==> config.mk <==
export PLATFORM = sky130hd
export DESIGN_NAME = sample_bist_ctrl
export DESIGN_NICKNAME = d
export VERILOG_FILES = /design/src/rtl/sample_bist_ctrl.sv
export SDC_FILE = /design/constraint.sdc
export NUM_CORES = 1
export LEC_CHECK = 0
export CELL_PAD_IN_SITES_DETAIL_PLACEMENT = 0
export CELL_PAD_IN_SITES_GLOBAL_PLACEMENT = 1
export CORE_ASPECT_RATIO = 1.4
export CORE_UTILIZATION = 30
export CTS_CLUSTER_DIAMETER = 150
export DETAILED_ROUTE_END_ITERATION = 8
export GPL_TIMING_DRIVEN = 0
export MAX_ROUTING_LAYER = met4
export PLACE_DENSITY_LB_ADDON = 0.15
export SYNTH_ARGS = -nofsm -noshare
export SYNTH_HDL_FRONTEND = slang
export SYNTH_SLANG_ARGS = --single-unit
==> constraint.sdc <==
create_clock -name clk -period 1.7 [get_ports clk]
set_input_delay 0.34 -clock clk [delete_from_list [all_inputs] [get_ports clk]]
set_output_delay 0.34 -clock clk [all_outputs]
set_load 0.005 [all_outputs]
==> src/rtl/sample_bist_ctrl.sv <==
`default_nettype none
// ============================================================================
// Module      : sample_bist_ctrl
// Description : Sweeps all 16 {x,y,z,w} vectors into the sample function,
//               compares f_in against the reference, reports mismatches.
// Revision    : 1.0 - initial release
// ============================================================================
module sample_bist_ctrl #(
    parameter int SETTLE_CYCLES = 2
) (
    input  logic       clk,
    input  logic       rst,
    input  logic       start,
    output logic       x,
    output logic       y,
    output logic       z,
    output logic       w,
    input  logic       f_in,
    output logic       busy,
    output logic       done,
    output logic       pass,
    output logic [4:0] err_count,
    output logic [3:0] fail_vec,
    output logic       fail_valid
);

    localparam logic [1:0] c_st_idle   = 2'd0;
    localparam logic [1:0] c_st_settle = 2'd1;
    localparam logic [1:0] c_st_check  = 2'd2;
    localparam logic [1:0] c_st_done   = 2'd3;

    localparam logic [3:0] c_settle_last = 4'(SETTLE_CYCLES - 1);
    localparam logic [4:0] c_err_max     = 5'd16;

    logic [1:0] r_state;
    logic [1:0] w_state_next;
    logic [3:0] r_vec;
    logic [3:0] r_cnt;
    logic [4:0] r_err_count;
    logic [3:0] r_fail_vec;
    logic       r_fail_valid;
    logic       r_pass;

    logic       w_expected;
    logic       w_mismatch;
    logic [4:0] w_err_next;

    // Reference model of the sample function
    assign w_expected = (r_vec[3] ^ (r_vec[2] & r_vec[1])) | ~r_vec[0];
    assign w_mismatch = f_in ^ w_expected;
    assign w_err_next = (w_mismatch && (r_err_count != c_err_max))
                        ? r_err_count + 5'd1 : r_err_count;

    always_ff @(posedge clk) begin
        if (rst) begin
            r_state <= c_st_idle;
        end else begin
            r_state <= w_state_next;
        end
    end

    always_comb begin
        w_state_next = r_state;
        case (r_state)
            c_st_idle: begin
                if (start) begin
                    w_state_next = c_st_settle;
                end
            end
            c_st_settle: begin
                if (r_cnt == c_settle_last) begin
                    w_state_next = c_st_check;
                end
            end
            c_st_check: begin
                w_state_next = (r_vec == 4'd15) ? c_st_done : c_st_settle;
            end
            c_st_done: begin
                w_state_next = c_st_idle;
            end
            default: begin
                w_state_next = c_st_idle;
            end
        endcase
    end

    always_ff @(posedge clk) begin
        if (rst) begin
            r_vec        <= 4'd0;
            r_cnt        <= 4'd0;
            r_err_count  <= 5'd0;
            r_fail_vec   <= 4'd0;
            r_fail_valid <= 1'b0;
            r_pass       <= 1'b0;
        end else begin
            case (r_state)
                c_st_idle: begin
                    if (start) begin
                        r_vec        <= 4'd0;
                        r_cnt        <= 4'd0;
                        r_err_count  <= 5'd0;
                        r_fail_vec   <= 4'd0;
                        r_fail_valid <= 1'b0;
                        r_pass       <= 1'b0;
                    end
                end
                c_st_settle: begin
                    r_cnt <= (r_cnt == c_settle_last) ? 4'd0 : r_cnt + 4'd1;
                end
                c_st_check: begin
                    r_err_count <= w_err_next;
                    // Only the first failing vector of a sweep is kept
                    if (w_mismatch && !r_fail_valid) begin
                        r_fail_vec   <= r_vec;
                        r_fail_valid <= 1'b1;
                    end
                    if (r_vec != 4'd15) begin
                        r_vec <= r_vec + 4'd1;
                    end else begin
                        r_pass <= (w_err_next == 5'd0);
                    end
                end
                default: begin
                end
            endcase
        end
    end

    assign x          = r_vec[3];
    assign y          = r_vec[2];
    assign z          = r_vec[1];
    assign w          = r_vec[0];
    assign busy       = (r_state != c_st_idle);
    assign done       = (r_state == c_st_done);
    assign pass       = r_pass;
    assign err_count  = r_err_count;
    assign fail_vec   = r_fail_vec;
    assign fail_valid = r_fail_valid;

endmodule
`default_nettype wire

# After elaboration in Yosys (flattened, before gate mapping)
# Cells that the tools add are included.
dict set report totals {
  ff_bits 21
  wordCells 60
  out_inout_bits 17
  input_bits 4
}
dict set report op_classes {
  eq_ne 12
  bitwise_logic 5
  n_reduce_logical 14
  n_addsub 3
  n_mux 19
}
# cell count
set op_table {}
lappend op_table {{$pmux W4 S2} 3}
lappend op_table {{$mux W4} 4}
lappend op_table {{$mux W5} 2}
lappend op_table {{$ne A2 B2 Y1 const B} 5}
lappend op_table {{$pmux W5 S2} 1}
lappend op_table {{$reduce_and A3 Y1} 3}
lappend op_table {{$add A4 B1 Y4 const B} 2}
lappend op_table {{$pmux W2 S4} 1}
lappend op_table {{$mux W2} 3}
lappend op_table {{$reduce_and A2 Y1} 3}
lappend op_table {{$reduce_bool A2 Y1} 3}
lappend op_table {{$add A5 B1 Y5 const B} 1}
lappend op_table {{$logic_not A5 Y1} 1}
lappend op_table {{$ne A5 B5 Y1 const B} 1}
lappend op_table {{$eq A2 B2 Y1 const B} 2}
lappend op_table {{$eq A4 B1 Y1 const B} 1}
lappend op_table {{$eq A4 B4 Y1 const B} 1}
lappend op_table {{$ne A4 B4 Y1 const B} 1}
lappend op_table {{$pmux W1 S2} 2}
lappend op_table {{$mux W1} 3}
lappend op_table {{$eq A2 B1 Y1 const B} 1}
lappend op_table {{$logic_and A1 B1 Y1} 2}
lappend op_table {{$logic_not A2 Y1} 1}
lappend op_table {{$xor A1 B1 Y1} 2}
lappend op_table {{4 further kinds} 4}

# Logic depth before layout (Yosys ltp)
dict set report logic_depth {
  depth_word 9
  ltp_mapped 7
  mapped_depth_nobuf 7
}

# Least setup slack after synthesis
# OpenSTA, ideal clock, no wires.
dict set report synth_path {
  path_type {flip-flop to flip-flop}
  start {reg r_vec[2]}
  end {reg r_err_count[2] (netlist: err_count[2])}
  path_stages_with_launch 6
  setup_ns 0.070
  period_less_slack_ns 1.633
  required_ns 1.630
  arrival_ns 1.563
  slack_ns 0.067
  n_path_buf 0
  path_cell_list {dfxtp_1 and3_1 o21ai_4 xnor2_2 or4b_1 a21oi_1}
}
dict set report synth_between {
  elab_chain_len 7
}
# element line_no
set synth_lines {}
lappend synth_lines {{start: declaration} 37} ;# logic [3:0] r_vec;
lappend synth_lines {{start signal: assignment} 118} ;# r_vec <= r_vec + 4'd1;
lappend synth_lines {{$and A1 B1 Y1} 49} ;# assign w_expected = (r_vec[3] ^ (r_vec[2] & r_vec[1])) | ~r_vec[0];
lappend synth_lines {{$xor A1 B1 Y1} 49}
lappend synth_lines {{$or A1 B1 Y1} 49}
lappend synth_lines {{$xor A1 B1 Y1} 50} ;# assign w_mismatch = f_in ^ w_expected;
lappend synth_lines {{$logic_and A1 B1 Y1} 51} ;# assign w_err_next = (w_mismatch && (r_err_count != c_err_max))
lappend synth_lines {{$mux W5} 52} ;# ? r_err_count + 5'd1 : r_err_count;
lappend synth_lines {{$pmux W5 S2} 96} ;# case (r_state)
lappend synth_lines {{end signal: assignment} 111} ;# r_err_count <= w_err_next;
lappend synth_lines {{end: declaration} 39} ;# logic [4:0] r_err_count;
# Every way passes these cells.
# A chain may end at the register's enable or synchronous reset.

# Worst setup path in the final report
dict set report layout_path {
  start {reg r_vec[3]}
  end {reg r_err_count[2] (netlist: err_count[2])}
}
dict set report layout_between {
  elab_chain_len 6
}
# element line_no
set layout_lines {}
lappend layout_lines {{$xor A1 B1 Y1} 49}
lappend layout_lines {{$or A1 B1 Y1} 49}
lappend layout_lines {{$xor A1 B1 Y1} 50}
lappend layout_lines {{$logic_and A1 B1 Y1} 51}
lappend layout_lines {{$mux W5} 52}
lappend layout_lines {{$pmux W5 S2} 96}
# Every way passes these cells.

==> key figures <==
Final layout
  • Most frequent cells in the layout: clkdlybuf4s50_1, nor2_1, a21oi_1, nand2_1, dfxtp_1
  • FILL cells: 408
  • Commonest non-fill, non-tap cell in the layout: clkdlybuf4s50_1
  • Finished Layout Cells: 218
  • Ant. Diodes: 0
  • FF/Latch Area: 438 sq um
  • Layout cells sized above 1: 0.216
  • Multi-input logic area: 773 sq um
  • P&R area growth vs syn: 35.3%
  • Fin area: 0.00161 sq mm
  • Nets: 186
  • Core Util, Final: 0.433

STA
  • Hold slack: 0.480 ns
  • Slew @ Worst Pin: 0.506 ns
  • Minimum clock period: 1.62 ns
  • Setup ws final: 0.0769 ns
  • Setup violators final: 0
  • Setup TNS: 0 ns
  • Final hold violation count: 0
  • RSZ-0062 raised after global routing: no
  • Final Skew: 0.00240 ns
  • Maximum clock frequency: 616 MHz
  • Fin crit share: 0.955
  • Slew Limit Fails: 0
  • Slew headroom: 0.662

GRT
  • Vias in the first global route: 1,125
  • Overall Global Routing Usage: 0.169
  • Largest net degree at the start of global routing: 12
  • Number of antenna violations at the first check in global routing: 0
  • First-pass GRT wire length: 5.19 mm
  • Total grt overflow: 0

Critical path
  • CP max stage delay: 0.49 ns
  • WP data arrival: 1.82 ns
  • Critical-path cell list: buf_6 > a21oi_4 > o21ai_4 > xnor2_4 > or4b_4 > a21oi_2
  • Crit path capture type: register
  • CP delay by family, top: simple AND/OR/NAND/NOR gates
  • Startpoint Class: register
  • Worst-path maximum fanout: 7
  • Crit path depth: 6
  • Crit Path Class: reg -> reg
  • WP data required: 1.90 ns
  • Buf/Inv on CP: 1
  • Worst Reg-to-Reg Cells: 6
  • Cell at the slowest stage of the critical path: or4b_4

Synthesis
  • FFs w/ async S/R, synth: 0
  • Number of synthesized flops with an enable pin: 0
  • Post-synthesis net count: 156
  • YS warnings: 0
  • Mean Syn Cell Area: 8.08 sq um
  • Top_reg_cell synth: dfxtp_1
  • Synth Register Bits: 21
  • Synth unique cells: 41
  • Synthesized area: 0.00119 sq mm
  • Post-synthesis sequential area ratio: 0.354
  • Cells after synthesis: 147

Floorplan
  • Die area: 0.00422 sq mm
  • Die Ht: 76.4 microns
  • Die width: 55.2 microns
  • Initial Utilization: 0.320
  • IO Pins: 21
  • Num rows: 26
  • Core area: 0.00371 sq mm

Pwr
  • Leak: 0.572 nW
  • Worst VDD drop: 0.456 mV
  • Power Total: 1.08 mW
  • Pwr Density: 674 mW/mm^2

CTS
  • CTS tree: yes
  • Bufs on Longest Clock Path: 2
  • Root Driver: clkbuf_8
  • Total number of H-tree levels: 1
  • Clk_lat worst skew: 0.26 ns
  • Cts bufs inserted: 3
  • Clock sinks: 21
  • Clock transition at path regs: 0.08 ns
  • Hold Buf Count CTS: 0

Place
  • Dpl cells: 209
  • Port Buffer Count: 20
  • GP Congestion: 0.757
  • Area post-placement: 0.00144 sq mm
  • Worst slack, placed: -0.327 ns
  • Hpwl dp: 2.24 mm

Drt
  • DR vias/cell: 5.30
  • Vias post-DR: 1,155
  • Wire per inst: 14.1 microns
  • Total wire length: 3.08 mm
  • DRC viols: 0
  • Pre-antenna DRT Iters: 4
  • Drt initial violations: 20
  • Post-route ant nets: 0

Flow run
  • Max-cap viol count: 0

Hold path
  • Hold WC Path Type: reg -> reg
  • Worst Hold Path Cells: 2

Run status
  • Status: finished clean
worst reg2reg max path, cell delays in order, from the launching register on:
cell and delay, ns:
dfxtp_4 0.37, buf_6 0.11, a21oi_4 0.04, o21ai_4 0.29, xnor2_4 0.13, or4b_4 0.49
a21oi_2 0.13
layout make-up:
class	count	area share
multi-input cells	113	0.481
flip-flops and latches	21	0.273
repair buffers	26	0.154
well taps	42	0.0327
clock buffers	4	0.0280
plain buffers	6	0.0171
inverters	6	0.0140
timing repair:
item	in CTS	in global routing
pin swaps	3	5
setup endpoints to repair	18	12
buffers inserted	6	0
hold endpoints to repair	0	0
gates resized for setup	13	14
routing by layer:
metal | wire length, microns | track usage
met1 | 1360 | 0.200
met2 | 1600 | 0.283
met3 | 82 | 0.0259
met4 | 34 | 0.0450
met5 | 0 | -
power by group:
group          switching (mW)  internal, mW
Clock                   0.172         0.167
Combinational           0.116        0.0943
Sequential             0.0273         0.507
worst paths after layout:
check / from / slack (ns) / to
worst max-delay path: r_vec[3] / 0.08 / err_count[2]
worst max register to register: r_vec[3] / 0.08 / err_count[2]
worst min-delay path: fail_vec[2] / 0.48 / fail_vec[2]
worst min register to register: fail_vec[2] / 0.48 / fail_vec[2]
state kept, by name (all words and copies together), names as in the netlist:
register    flops
err_count       5
fail_vec        4
r_cnt           4
r_vec           4
r_state         2
fail_valid      1
pass            1
synthesized netlist by cell type, drive strengths merged (2+ instances only):
library cell	number	area share
o22ai	2	0.011
nor3b	2	0.013
clkbuf	6	0.019
or2	5	0.026
nor2	14	0.044
nand2b	4	0.021
mux2i	3	0.025
nor3	2	0.0084
and2	2	0.011
nor4	2	0.011
xor2	2	0.015
a21oi	15	0.066
nor2b	2	0.011
o21ai	4	0.026
nand2	13	0.041
and3	2	0.011
a211oi	2	0.013
ha	5	0.053
a31oi	2	0.011
dfxtp	21	0.35
nand3b	2	0.013
nand3	9	0.038
or4	3	0.019
inv	6	0.019
o211ai	4	0.025
cells by family after synthesis:
logic type	Yosys count	share of synthesized area
buffers and inverters	13	0.0421
xor gates and xnor gates	3	0.0285
muxes	4	0.0348
adders and majority gates	5	0.0527
DFF	21	0.354
and+or+nand+nor	64	0.279
AOI/OAI and AO/OA	37	0.209
Power figures use the tool's default switching activity.
